`config.mk`:
```
export PLATFORM = sky130hd
export DESIGN_NAME = ps2_key_decoder_flat
export DESIGN_NICKNAME = d
export VERILOG_FILES = /design/src/rtl/ps2_codes_pkg.sv /design/src/rtl/ps2_key_decoder_if.sv /design/src/rtl/ps2_key_tracker.sv /design/src/rtl/ps2_key_decoder.sv /design/src/flat_wrapper.sv
export SDC_FILE = /design/constraint.sdc
export NUM_CORES = 1
export LEC_CHECK = 0
export CAP_MARGIN = 20
export CORE_ASPECT_RATIO = 0.8
export CORE_MARGIN = 8
export CORE_UTILIZATION = 53
export DETAILED_ROUTE_END_ITERATION = 8
export PLACE_DENSITY = 0.77
export SYNTH_ARGS = -nofsm -noshare
export SYNTH_HDL_FRONTEND = slang
export SYNTH_SLANG_ARGS = --single-unit
```
`constraint.sdc`:
```
create_clock -name CLOCK_50 -period 2.7 [get_ports CLOCK_50]
set_clock_uncertainty 0.15 [all_clocks]
set_input_delay 0.54 -clock CLOCK_50 [delete_from_list [all_inputs] [get_ports CLOCK_50]]
set_output_delay 0.54 -clock CLOCK_50 [all_outputs]
set_load 0.02 [all_outputs]
```
`src/rtl/ps2_codes_pkg.sv`:
```
// Shared PS/2 scan-code constants, decoder state encoding and per-key event vector
// for the keyboard front end.
package ps2_codes_pkg;

  localparam logic [7:0] PREFIX_EXT = 8'hE0;
  localparam logic [7:0] PREFIX_BRK = 8'hF0;
  localparam logic [7:0] KEY_ENTER  = 8'h5A;
  localparam logic [7:0] KEY_LEFT   = 8'h6B;
  localparam logic [7:0] KEY_RIGHT  = 8'h74;
  localparam logic [7:0] BAT_OK     = 8'hAA;

  typedef enum logic [1:0] {
    ST_IDLE    = 2'd0,
    ST_EXT     = 2'd1,
    ST_BRK     = 2'd2,
    ST_EXT_BRK = 2'd3
  } ps2_state_e;

  typedef struct packed {
    logic enter;
    logic left;
    logic right;
  } key_vec_t;

endpackage

```
`src/rtl/ps2_key_decoder_if.sv`:
```
// Byte stream from PS2_Controller into the decoder and decoded key levels/pulses
// out to the game FSM.
interface ps2_key_decoder_if;

  logic [7:0] received_data;
  logic       received_data_en;
  logic       EnterHeld;
  logic       LeftHeld;
  logic       RightHeld;
  logic       EnterPress;
  logic       LeftPress;
  logic       RightPress;
  logic       SeqError;

  modport master (
    output received_data, received_data_en,
    input  EnterHeld, LeftHeld, RightHeld,
    input  EnterPress, LeftPress, RightPress, SeqError
  );

  modport slave (
    input  received_data, received_data_en,
    output EnterHeld, LeftHeld, RightHeld,
    output EnterPress, LeftPress, RightPress, SeqError
  );

endinterface

```
`src/rtl/ps2_key_tracker.sv`:
```
// Per-key held level with typematic-repeat suppression: only the first make of a
// press produces a one-cycle pulse.
module ps2_key_tracker (
  input  logic clk,
  input  logic rst_n,
  input  logic i_make,
  input  logic i_brk,
  input  logic i_clr,
  output logic o_held,
  output logic o_press
);

  logic r_held;
  logic r_press;

  // NOTE: sequential state uses non-blocking assignments so every flop samples
  // pre-edge values regardless of statement order.
  always_ff @(posedge clk or negedge rst_n) begin
    if (!rst_n) begin
      r_held  <= 1'b0;
      r_press <= 1'b0;
    end else begin
      r_press <= i_make & ~r_held & ~i_clr;
      if (i_clr || i_brk) begin
        r_held <= 1'b0;
      end else if (i_make) begin
        r_held <= 1'b1;
      end
    end
  end

  assign o_held  = r_held;
  assign o_press = r_press;

endmodule

```
`src/rtl/ps2_key_decoder.sv`:
```
// Make/break/extended-prefix decoder for Enter, Left and Right, with a timeout
// that abandons a prefix sequence whose next byte never arrives.
module ps2_key_decoder
  import ps2_codes_pkg::*;
#(
  parameter int TIMEOUT_CYCLES  = 1_000_000,
  parameter int CNT_W           = 20,
  parameter bit ACCEPT_KP_ENTER = 1'b1
) (
  input logic              CLOCK_50,
  input logic              Reset,
  ps2_key_decoder_if.slave bus
);

  localparam logic [CNT_W-1:0] CNT_LAST = CNT_W'(TIMEOUT_CYCLES - 1);
  localparam logic [CNT_W-1:0] CNT_MAX  = '1;

  ps2_state_e       r_state;
  ps2_state_e       w_state_nxt;
  logic [CNT_W-1:0] r_cnt;
  logic             r_seq_error;
  logic             w_strobe;
  logic [7:0]       w_byte;
  logic             w_expire;
  logic             w_clr;
  key_vec_t         w_make;
  key_vec_t         w_brk;
  key_vec_t         w_held;
  key_vec_t         w_press;

  assign w_strobe = bus.received_data_en;
  assign w_byte   = bus.received_data;
  assign w_expire = !w_strobe && (r_state != ST_IDLE) && (r_cnt == CNT_LAST);

  always_ff @(posedge CLOCK_50 or negedge Reset) begin
    if (!Reset) begin
      r_state <= ST_IDLE;
    end else begin
      r_state <= w_state_nxt;
    end
  end

  // NOTE: every signal written in always_comb gets a default first, so no path
  // leaves it unassigned and no latch is inferred.
  always_comb begin
    w_state_nxt = r_state;
    if (w_strobe) begin
      unique case (r_state)
        ST_IDLE: begin
          if (w_byte == PREFIX_EXT)      w_state_nxt = ST_EXT;
          else if (w_byte == PREFIX_BRK) w_state_nxt = ST_BRK;
        end
        ST_EXT: begin
          if (w_byte == PREFIX_BRK)      w_state_nxt = ST_EXT_BRK;
          else if (w_byte != PREFIX_EXT) w_state_nxt = ST_IDLE;
        end
        ST_BRK, ST_EXT_BRK: w_state_nxt = ST_IDLE;
        default:            w_state_nxt = ST_IDLE;
      endcase
    end else if (w_expire) begin
      w_state_nxt = ST_IDLE;
    end
  end

  // Key events are decoded from the byte that completes a sequence.
  always_comb begin
    w_make = '0;
    w_brk  = '0;
    w_clr  = 1'b0;
    if (w_strobe) begin
      unique case (r_state)
        ST_IDLE: begin
          w_make.enter = (w_byte == KEY_ENTER);
          w_clr        = (w_byte == BAT_OK);
        end
        ST_EXT: begin
          w_make.left  = (w_byte == KEY_LEFT);
          w_make.right = (w_byte == KEY_RIGHT);
          w_make.enter = (w_byte == KEY_ENTER) && ACCEPT_KP_ENTER;
        end
        ST_BRK: begin
          w_brk.enter = (w_byte == KEY_ENTER);
        end
        ST_EXT_BRK: begin
          w_brk.left  = (w_byte == KEY_LEFT);
          w_brk.right = (w_byte == KEY_RIGHT);
          w_brk.enter = (w_byte == KEY_ENTER) && ACCEPT_KP_ENTER;
        end
        default: ;
      endcase
    end
  end

  // Timeout counter: cleared by any byte, idle in IDLE, saturating otherwise.
  always_ff @(posedge CLOCK_50 or negedge Reset) begin
    if (!Reset) begin
      r_cnt       <= '0;
      r_seq_error <= 1'b0;
    end else begin
      r_seq_error <= w_expire;
      if (w_strobe || (r_state == ST_IDLE)) begin
        r_cnt <= '0;
      end else if (r_cnt != CNT_MAX) begin
        r_cnt <= r_cnt + CNT_W'(1);
      end
    end
  end

  ps2_key_tracker u_enter (
    .clk     (CLOCK_50),
    .rst_n   (Reset),
    .i_make  (w_make.enter),
    .i_brk   (w_brk.enter),
    .i_clr   (w_clr),
    .o_held  (w_held.enter),
    .o_press (w_press.enter)
  );

  ps2_key_tracker u_left (
    .clk     (CLOCK_50),
    .rst_n   (Reset),
    .i_make  (w_make.left),
    .i_brk   (w_brk.left),
    .i_clr   (w_clr),
    .o_held  (w_held.left),
    .o_press (w_press.left)
  );

  ps2_key_tracker u_right (
    .clk     (CLOCK_50),
    .rst_n   (Reset),
    .i_make  (w_make.right),
    .i_brk   (w_brk.right),
    .i_clr   (w_clr),
    .o_held  (w_held.right),
    .o_press (w_press.right)
  );

  assign bus.EnterHeld  = w_held.enter;
  assign bus.LeftHeld   = w_held.left;
  assign bus.RightHeld  = w_held.right;
  assign bus.EnterPress = w_press.enter;
  assign bus.LeftPress  = w_press.left;
  assign bus.RightPress = w_press.right;
  assign bus.SeqError   = r_seq_error;

endmodule

```
`src/flat_wrapper.sv`:
```
// flat-port wrapper written by rule: the top's interface ports become plain ports
module ps2_key_decoder_flat import ps2_codes_pkg::*;
#(
  parameter int TIMEOUT_CYCLES  = 1_000_000,
  parameter int CNT_W           = 20,
  parameter bit ACCEPT_KP_ENTER = 1'b1
)
  (CLOCK_50, Reset, bus_received_data, bus_received_data_en, bus_EnterHeld, bus_LeftHeld, bus_RightHeld, bus_EnterPress, bus_LeftPress, bus_RightPress, bus_SeqError);
  ps2_key_decoder_if bus_i ();
  input logic CLOCK_50;
  input logic Reset;
  input wire logic [$bits(bus_i.received_data)-1:0] bus_received_data;
  input wire logic [$bits(bus_i.received_data_en)-1:0] bus_received_data_en;
  output wire logic [$bits(bus_i.EnterHeld)-1:0] bus_EnterHeld;
  output wire logic [$bits(bus_i.LeftHeld)-1:0] bus_LeftHeld;
  output wire logic [$bits(bus_i.RightHeld)-1:0] bus_RightHeld;
  output wire logic [$bits(bus_i.EnterPress)-1:0] bus_EnterPress;
  output wire logic [$bits(bus_i.LeftPress)-1:0] bus_LeftPress;
  output wire logic [$bits(bus_i.RightPress)-1:0] bus_RightPress;
  output wire logic [$bits(bus_i.SeqError)-1:0] bus_SeqError;
  assign bus_i.received_data = bus_received_data;
  assign bus_i.received_data_en = bus_received_data_en;
  assign bus_EnterHeld = bus_i.EnterHeld;
  assign bus_LeftHeld = bus_i.LeftHeld;
  assign bus_RightHeld = bus_i.RightHeld;
  assign bus_EnterPress = bus_i.EnterPress;
  assign bus_LeftPress = bus_i.LeftPress;
  assign bus_RightPress = bus_i.RightPress;
  assign bus_SeqError = bus_i.SeqError;
  ps2_key_decoder #(.TIMEOUT_CYCLES(TIMEOUT_CYCLES), .CNT_W(CNT_W), .ACCEPT_KP_ENTER(ACCEPT_KP_ENTER)) u_core (.CLOCK_50(CLOCK_50), .Reset(Reset), .bus(bus_i));
endmodule
```
# == Word level (Yosys, flattened, before mapping) ==
# Index checks and enable logic that the tools add are counted.
# word_totals
regBits,29
inputBits,11
out_inout_bits,7
word_cells,74
# op_classes
add_sub_neg,1
muxes,23
bitwise,10
reduce_logical,17
eq_ne,14
# op_table
cell,count
$mux 20,2
$eq 8x7->1 const B,3
$eq 8x8->1 const B,3
$add 20x1->20 const B,1
$eq 20x20->1 const B,1
$ne 20x20->1 const B,1
$mux 2,8
$reduce_bool 2->1,6
$mux 1,10
$ne 4x2->1 const B,2
$ne 8x8->1 const B,1
$and 1x1->1,6
$mux 3,2
$pmux 2 s3,1
$eq 2x2->1 const B,2
$logic_or 1x1->1,4
$not 1->1,4
$reduce_or 2->1,2
$reduce_and 3->1,1
$eq 2x1->1 const B,1
$logic_and 1x1->1,2
$logic_not 2->1,1
$logic_not 1->1,1

# == Longest topological paths before layout ==
# Gate-level depths: netlist of run 1.
# depth
word_depth,6
depth_mapped,6
mapped_depth_nobuf,5

# == Cells and area by module ==
# A second synthesis of run 1 with hierarchy kept.
# unflattened
hier_cells,187
area_unflattened_um2,1692.9
# modules_own_cells
mod,instances,seq_area_each_um2,area_each_um2,cells_per_inst
ps2_key_decoder,1,575.6,1463.9,172
ps2_key_tracker,3,50.0,76.3,5

# == Worst setup path before layout of run 1 ==
# No wires, ideal clock.
# synth_timing
kind,flip-flop to flip-flop
from,register u_core.r_cnt[0]
to,register u_core.r_cnt[12]
synth_period_minus_slack_ps,2020
required_ps,2472
n_path_buf,1
path_slack_ps,680
setup_time_ps,78
t_arrival_ps,1792
path_stages_with_launch,7
path_cell_list,dfrtp_1 ha_1 nand3_2 or4_1 buf_2 or3_1 a21oi_1
# synth_via
elab_chain_len,3
word_cells_on_any_way,5
cone_classes,add/sub (1); eq/ne (1); mux (2); reduce/logical (1)
# synth_rtl
item,line,source
from (decl),ps2_key_decoder.sv:20,logic [CNT_W-1:0] r_cnt;
from (signal assigned),ps2_key_decoder.sv:104,r_cnt <= r_cnt + CNT_W'(1);
$add 20x1->20,ps2_key_decoder.sv:104,
$mux 20,ps2_key_decoder.sv:103,end else if (r_cnt != CNT_MAX) begin
$mux 20,ps2_key_decoder.sv:101,if (w_strobe || (r_state == ST_IDLE)) begin
# Several ways; a longest one is shown, not always the timed one. The select of a mux whose other input is x is not followed.
# A chain may end at the register's enable or synchronous reset.

# == Worst setup path after layout of run 1 ==
# Same ends and word-level chain as after synthesis.

==> results.txt, run 1 <==
----------------------------------------------------
[Run]
  Max-cap violation count ... 0

[Worst setup path]
  Worst setup path start ... u_core.r_cnt[0]
  Critical Path Fanout Max ... 8
  Largest stage delay on the critical path ... 0.69 ns
  Crit-path slowest cell ... sky130_fd_sc_hd__or4_1
  FF-to-FF setup slack ... ~0.47 ns
  Logic depth of the worst path, buffers included ... 5
  Launch point of the worst reg-to-reg path ... u_core.r_cnt[0]
  Element type at the critical path start ... register
  Critical path capture point type ... register
  Destination of the critical timing path ... u_core.r_cnt[12]
  Crit path max-delay family ... simple AND/OR/NAND/NOR gates
  R2R Path End ... u_core.r_cnt[12]
  Critical path data required time ... 2.75 ns
  Critical path start-end classification ... reg -> reg
  Worst Reg-to-Reg Cells ... 5
  Critical-path cell list ... ha_1, nand3_2, or4_1, or3_1, a21oi_1
  Signal arrival time at the worst endpoint ... 2.28 ns
  Count of buffering cells on the critical path with inverters included ... 0

[Synth]
  Most used standard cell by instance count after synthesis ... sky130_fd_sc_hd__dfrtp_1
  Flop and latch count out of synthesis ... 29
  Seq/Total Area, Yosys ... 42.58%
  Number of standard cells after synthesis ... around 190
  Number of synthesis warnings ... 0
  Mapped Nets ... 197
  Netlist cell types ... 47
  Cell types occupying the most area after synthesis ... sky130_fd_sc_hd__dfrtp_1, sky130_fd_sc_hd__nand3_1, sky130_fd_sc_hd__mux2i_1
  Yosys top cell by area ... sky130_fd_sc_hd__dfrtp_1
  EDFF count, synth ... 0
  Fraction of synthesized cell area taken by the top area cell type ... a little over two fifths
  Post-synthesis async set-or-reset flop share ... 100.0%
  Mean post-synth cell area ... 9.212 um^2
  Netlist Area Pre-Place ... 1704 um^2
  Main flop type after synthesis ... sky130_fd_sc_hd__dfrtp_1
  Most instantiated cells after synthesis ... sky130_fd_sc_hd__dfrtp_1, sky130_fd_sc_hd__nand2_1, sky130_fd_sc_hd__nand3_1

[Cells and area]
  Cell Count, Final, Fillers Out ... around 250
  Share of the core filled with cells ... 65.57%
  Final instance area ... 2023 um^2
  Synth-to-layout area growth ... 18.72%
  Share of layout cells above drive strength 1 ... between 8 and 9%
  Count of antenna diodes in the layout ... 0
  Total Nets Final ... 218

[Clocking]
  Clock tree from TritonCTS ... yes
  H-tree levels ... 2
  CTS max path bufs ... 2
  Clock edge transition at the registers on the reported setup and hold paths ... 0.06 ns
  Cts bufs inserted ... 5
  Source-to-sink clock delay at the later pin of the worst-skew pair ... 0.28 ns
  Total of cells resized after clock tree synthesis ... 0
  Post CTS Setup Buffer Count ... 0
  TritonCTS sink count ... 29
  Hold_buf cts ... 0
  Root buffer cell ... sky130_fd_sc_hd__clkbuf_8

[Floorplan]
  Effective utilization at floorplan ... 55.23%
  Vertical die dimension ... 66.72 um
  Area of the die ... between 5000 and 6000 um^2
  Placeable core area ... 3085 um^2
  Cell row count ... 18
  I/O pin count ... 18
  Die width ... about 79 um

[Pwr]
  Int Pwr ... just under 0.7 mW
  Overall power after layout ... 0.8687 mW
  Sequential share of power ... 50.3%
  Net switching power of the design ... 0.1803 mW
  Share of power burned in the clock network ... between 40% and 50%
  Static Leak ... 0.8213 nW
  Comb pwr share ... 5.2%
  Proportion of total power due to net switching ... approximately a fifth
  Total power per unit cell area ... 429.4 nW/um^2
  Maximum vdd ir drop ... 317.6 uV

[Timing]
  Final critical delay including setup and external delays ... 2.230 ns
  Final Hold Fails ... 0
  RSZ-0062 raised after global routing ... no
  Slew @ Worst Pin ... about 0.46 ns
  TNS Setup ... 0 ns
  Maximum operating frequency ... 448.3 MHz
  Final worst-path cycle share ... 82.61%
  Max-slew headroom at the worst pin ... 68.81%
  Setup violation total in the final timing report ... 0
  Final Slew Violations ... 0

[Route]
  Per-cell routed wire length ... ~18 um
  Antenna-violating nets left ... 0
  Initial DRC count ... 200
  Vias ... about 1,600
  Via-to-Cell Ratio ... 6.502
  Total DRC errors in the routed layout ... 0
  WL final ... ~4400 um
  Router iterations before antenna repair ... 4

[Global routing]
  Total routing resource utilization after global routing ... 17.44%
  Initial antenna violation count ... 0
  First-pass GRT wire length ... 7196 um
  Total congestion overflow after global routing ... 0
  Via count of the first global-routing pass ... approximately 1,400
  Maximum number of pins on one net before global-route repair ... 30

[Place]
  Detail Placement HPWL ... 3224 um
  Global placement routability congestion ... 0.9465
  # placed instances ... about 240
  Count of buffers inserted at the top-level ports ... 17
  Post-placement cell area ... 1922 um^2

[Worst hold path]
  Worst hold path type ... reg -> reg

[Run status]
  Run status ... complete, no violations

----------------------------------------------------
[how the worst min path moves through the flow]
stage | startpoint | endpoint | slack, ns | depth (start not counted)
CTS | u_core.u_right.o_held | u_core.u_right.o_press | 0.31 | 1
detailed placement | u_core.u_right.o_held | u_core.u_right.o_press | 0.31 | 1
finish | u_core.u_right.o_held | u_core.u_right.o_press | 0.31 | 1
global placement | u_core.u_right.o_held | u_core.u_right.o_press | 0.30 | 1
floorplan | Reset | u_core.bus.SeqError | 0.09 | 0
global route | u_core.u_right.o_held | u_core.u_right.o_press | 0.33 | 1
[kinds of logic after synthesis]
logic type,after synthesis,share of synthesized area (%)
AO/OA/AOI/OAI,37,14.69
AND/OR/NAND/NOR,100,35.02
multiplexers,7,4.185
buffers and inverters,11,2.790
adder cells (fa/ha/maj),1,0.7341
flip-flops,29,42.58
[power by group through the flow]
stage	combinational (mW)	sequential (mW)	clock, mW
finish	0.0452	0.437	0.386
global route	0.0498	0.437	0.411
CTS	0.0456	0.437	0.394
detailed placement	0.0455	0.445	0
global placement	0.0439	0.445	0
floorplan	0.0103	0.447	0
[layer usage]
layer / wire, um / vias up / track usage [%]
met1: 2026 / 763 / 23.65
met5: 0 / - / 0
li1: - / 758 / -
met2: 1957 / 75 / 26.31
met4: 53 / 0 / 4.839
met3: 355 / 10 / 5.108
[per-stage QoR]
step	hold slack, ns	worst slack [ns]
after floorplan	0.09441	0.6800
after global routing	0.3343	0.3808
after global placement	0.3013	0.4123
after CTS	0.3104	0.4751
final	0.3096	0.4696
after detailed placement	0.3071	0.3563
[worst register-to-register path, stage by stage, from the launching register on]
cell,delay (ns)
sky130_fd_sc_hd__dfrtp_1,0.39
sky130_fd_sc_hd__ha_1,0.23
sky130_fd_sc_hd__nand3_2,0.14
sky130_fd_sc_hd__or4_1,0.69
sky130_fd_sc_hd__or3_1,0.40
sky130_fd_sc_hd__a21oi_1,0.15
[layout make-up]
cell class                 instances  area (um^2)
fill                             256         1062
multi-input combinational        145        930.9
sequential                        29        725.7
timing repair buffer              21        200.2
clock buffer                       7        96.34
tap                               40        50.05
inverter                           4        15.01
clock inverter                     1        5.005
[cells in the final DEF, fill, tap and decap left out, types with 2 or more instances in the layout]
cell type                         Yosys  routed
sky130_fd_sc_hd__dfrtp_1             29      29
sky130_fd_sc_hd__clkdlybuf4s50_1      0      17
sky130_fd_sc_hd__nand2_1             15      15
sky130_fd_sc_hd__nand3_1             14      14
sky130_fd_sc_hd__nor3_1              11      11
sky130_fd_sc_hd__o21ai_0             11      11
sky130_fd_sc_hd__nor2_1               9       9
sky130_fd_sc_hd__nand4_1              7       7
sky130_fd_sc_hd__clkbuf_8             0       7
sky130_fd_sc_hd__nor4_1               6       6
sky130_fd_sc_hd__mux2i_1              6       6
sky130_fd_sc_hd__a31oi_1              6       6
sky130_fd_sc_hd__nor2b_1              5       5
sky130_fd_sc_hd__and2_1               5       5
sky130_fd_sc_hd__and3_1               4       4
sky130_fd_sc_hd__and4_1               4       4
sky130_fd_sc_hd__and3b_1              4       4
sky130_fd_sc_hd__a21oi_1              4       4
sky130_fd_sc_hd__buf_4                1       4
sky130_fd_sc_hd__nor4b_1              3       3
sky130_fd_sc_hd__a41oi_1              3       3
sky130_fd_sc_hd__inv_1                3       3
sky130_fd_sc_hd__or4_1                2       2
sky130_fd_sc_hd__a211oi_1             2       2
sky130_fd_sc_hd__or3_1                2       2
sky130_fd_sc_hd__nand3b_1             2       2
[sequential cells by signal (all words and copies together), names as in the netlist]
| name | count |
|---|---|
| u_core.bus.SeqError | 1 |
| u_core.r_cnt | 20 |
| u_core.r_state | 2 |
| u_core.u_enter.o_held | 1 |
| u_core.u_enter.o_press | 1 |
| u_core.u_left.o_held | 1 |
| u_core.u_left.o_press | 1 |
| u_core.u_right.o_held | 1 |
| u_core.u_right.o_press | 1 |
Power figures use the tool's default switching activity.
==> inputs of run 2 (changes only) <==
==> constraint.sdc (replaced) <==
create_clock -name CLOCK_50 -period 2.2 [get_ports CLOCK_50]
set_clock_uncertainty 0.15 [all_clocks]
set_input_delay 0.44 -clock CLOCK_50 [delete_from_list [all_inputs] [get_ports CLOCK_50]]
set_output_delay 0.44 -clock CLOCK_50 [all_outputs]
set_load 0.02 [all_outputs]
==> run 2 against run 1 <==
Against the previous run: non-clock buffer count up 10; sequential share of layout area down 2.0 points; critical path type unchanged; design area up 5.9%; largest power group is now the clock network; routed wire length up 2.9%; combinational power up 30%; sequential power up 23%; core utilization up 3.9 points; clock-buffer cell count down 2; global-route usage up 0.18 points; register-to-register slack worse by 0.34 ns; highest routed layer unchanged.
==> results.txt, run 2 (synthesis results as in run 1) <==
----------------------------------------------------
[Run status]
  Run status ... complete, no violations (unchanged)

[Worst setup path]
  Largest stage delay on the critical path ... 0.61 ns (was 0.69 ns)
  Element type at the critical path start ... register (unchanged)
  Critical path start-end classification ... reg -> reg (unchanged)
  Critical path capture point type ... register (unchanged)
  Critical Path Fanout Max ... 5 (was 8)
  Critical path data required time ... 2.28 ns (was 2.75 ns)
  Signal arrival time at the worst endpoint ... 2.16 ns (was 2.28 ns)
  Crit-path slowest cell ... sky130_fd_sc_hd__or4_1 (unchanged)
  Count of buffering cells on the critical path with inverters included ... 1 (was 0)
  R2R Path End ... u_core.r_cnt[9] (was u_core.r_cnt[12])
  Worst Reg-to-Reg Cells ... 6 (was 5)
  FF-to-FF setup slack ... 0.13 ns (was 0.47 ns)
  Critical-path cell list ... ha_1, nand3_2, or4_1, buf_4, nor3_1, a211o_1 (was ha_1, nand3_2, or4_1, or3_1, a21oi_1)
  Launch point of the worst reg-to-reg path ... u_core.r_cnt[0] (unchanged)
  Crit path max-delay family ... simple AND/OR/NAND/NOR gates (unchanged)

[Route]
  Router iterations before antenna repair ... 5 (was 4)
  WL final ... 4521 um (was 4393 um)
  Total DRC errors in the routed layout ... 0 (unchanged)
  Per-cell routed wire length ... 17.59 um (was 17.79 um)
  Vias ... 1,672 (was 1,606)
  Via-to-Cell Ratio ... 6.506 (was 6.502)
  Antenna-violating nets left ... 0 (unchanged)
  Initial DRC count ... 169 (was 200)

[Timing]
  Max-slew headroom at the worst pin ... 67.89% (was 68.81%)
  TNS Setup ... 0 ns (unchanged)
  Final Hold Fails ... 0 (unchanged)
  Maximum operating frequency ... 482.4 MHz (was 448.3 MHz)
  Final Slew Violations ... 0 (unchanged)
  RSZ-0062 raised after global routing ... no (unchanged)
  Slew @ Worst Pin ... 0.4779 ns (was 0.4642 ns)
  Setup violation total in the final timing report ... 0 (unchanged)
  Final critical delay including setup and external delays ... 2.073 ns (was 2.230 ns)
  Final worst-path cycle share ... 94.22% (was 82.61%)

[Global routing]
  Total congestion overflow after global routing ... 0 (unchanged)
  Total routing resource utilization after global routing ... 17.62% (was 17.44%)
  First-pass GRT wire length ... 7272 um (was 7196 um)
  Maximum number of pins on one net before global-route repair ... 30 (unchanged)
  Via count of the first global-routing pass ... 1,522 (was 1,431)
  Initial antenna violation count ... 0 (unchanged)

[Floorplan]
  Effective utilization at floorplan ... 55.23% (unchanged)
  Placeable core area ... 3085 um^2 (unchanged)
  I/O pin count ... 18 (unchanged)
  Area of the die ... 5297 um^2 (unchanged)
  Die width ... 79.40 um (unchanged)
  Cell row count ... 18 (unchanged)
  Vertical die dimension ... 66.72 um (unchanged)

[Cells and area]
  Synth-to-layout area growth ... 25.77% (was 18.72%)
  Largest registers ranked by flip-flop count ... u_core.r_cnt: 20 flops, u_core.r_state: 2 flops (unchanged)
  Share of the core filled with cells ... 69.46% (was 65.57%)
  Count of antenna diodes in the layout ... 0 (unchanged)
  Max FFs per register ... 20 (unchanged)
  Share of layout cells above drive strength 1 ... 12.44% (was 8.213%)
  Final instance area ... 2143 um^2 (was 2023 um^2)
  Total Nets Final ... 228 (was 218)
  Biggest register ... u_core.r_cnt (unchanged)
  Most frequent cells in the layout ... sky130_fd_sc_hd__dfrtp_1, sky130_fd_sc_hd__clkdlybuf4s50_1, sky130_fd_sc_hd__nand2_1 (unchanged)
  Leading cell type in the layout, fill and taps excluded ... sky130_fd_sc_hd__dfrtp_1 (unchanged)

[Clocking]
  Clock edge transition at the registers on the reported setup and hold paths ... 0.06 ns (about the same)
  Clock tree from TritonCTS ... yes (unchanged)
  Source-to-sink clock delay at the later pin of the worst-skew pair ... 0.29 ns (was 0.28 ns)
  CTS max path bufs ... 2 (unchanged)
  H-tree levels ... 2 (unchanged)
  Hold_buf cts ... 0 (unchanged)
  Post CTS Setup Buffer Count ... 0 (unchanged)
  Cts bufs inserted ... 5 (unchanged)
  TritonCTS sink count ... 29 (unchanged)
  Total of cells resized after clock tree synthesis ... 0 (unchanged)
  Root buffer cell ... sky130_fd_sc_hd__clkbuf_8 (unchanged)

[Place]
  Post-placement cell area ... 2009 um^2 (was 1922 um^2)
  Global placement routability congestion ... 0.9113 (was 0.9465)
  Detail Placement HPWL ... 3331 um (was 3224 um)
  Count of buffers inserted at the top-level ports ... 17 (unchanged)

[Pwr]
  Maximum vdd ir drop ... 746.5 uV (was 317.6 uV)
  Total power per unit cell area ... 587.3 nW/um^2 (was 429.4 nW/um^2)
  Static Leak ... 0.8846 nW (was 0.8213 nW)

[Worst hold path]
  Number of stages on the worst hold path ... 1 (unchanged)
  Source of the worst hold timing path ... u_core.u_right.o_held (unchanged)
  Worst Hold Path EP ... u_core.u_right.o_press (unchanged)
  Worst hold path type ... reg -> reg (unchanged)

[Run]
  Max-cap violation count ... 0 (unchanged)

----------------------------------------------------
[run 2: changes by cell type in the layout (fill, tap and decap cells not counted)]
cell,before,now
sky130_fd_sc_hd__buf_12,0,1
sky130_fd_sc_hd__buf_4,4,13
sky130_fd_sc_hd__bufinv_16,0,2
sky130_fd_sc_hd__clkbuf_8,7,5
[run 2: metal layers]
metal	global-route usage [%]	vias up	wire length, um
li1	-	774	-
met4	8.986	0	104
met1	23.58	809	2083
met3	4.704	16	363
met2	25.49	73	1970
met5	0	-	0
[run 2: layout make-up]
cell class / instances / area [um^2]
clock inverter: 3 / 65.06
timing repair buffer: 31 / 287.8
multi-input combinational: 145 / 930.9
sequential: 29 / 725.7
inverter: 4 / 15.01
clock buffer: 5 / 68.82
tap: 40 / 50.05
fill: 236 / 942.2
[run 2: worst max-delay path by stage]
| stage | from | endpoint | cells after the start |
|---|---|---|---|
| 6_report | u_core.r_cnt[0] | u_core.r_cnt[9] | 6 |
| 5_1_grt | u_core.r_cnt[0] | u_core.r_cnt[12] | 6 |
| 4_1_cts | u_core.r_cnt[0] | u_core.r_cnt[12] | 5 |
| 3_5_place_dp | bus_received_data_en | u_core.r_cnt[17] | 5 |
| 3_3_place_gp | bus_received_data_en | u_core.r_cnt[17] | 5 |
| 2_1_floorplan | u_core.r_cnt[0] | u_core.r_cnt[12] | 6 |
[run 2: report_power, final]
part,internal [mW],switching [mW]
clock,0.449,0.213
combinational,0.0301,0.0288
sequential,0.535,0.00183
[run 2: metrics by stage]
step           hold slack, ns  total power [mW]  worst slack, ns  std cells
2_1_floorplan       -0.005591            0.5607           0.1800        185
3_3_place_gp           0.3061            0.6039         -0.01326        249
3_5_place_dp           0.3206            0.6054         -0.07560        249
4_1_cts                0.3260             1.265           0.1384        257
5_1_grt                0.3527             1.298         0.008909        257
6_report               0.3260             1.259           0.1272        257
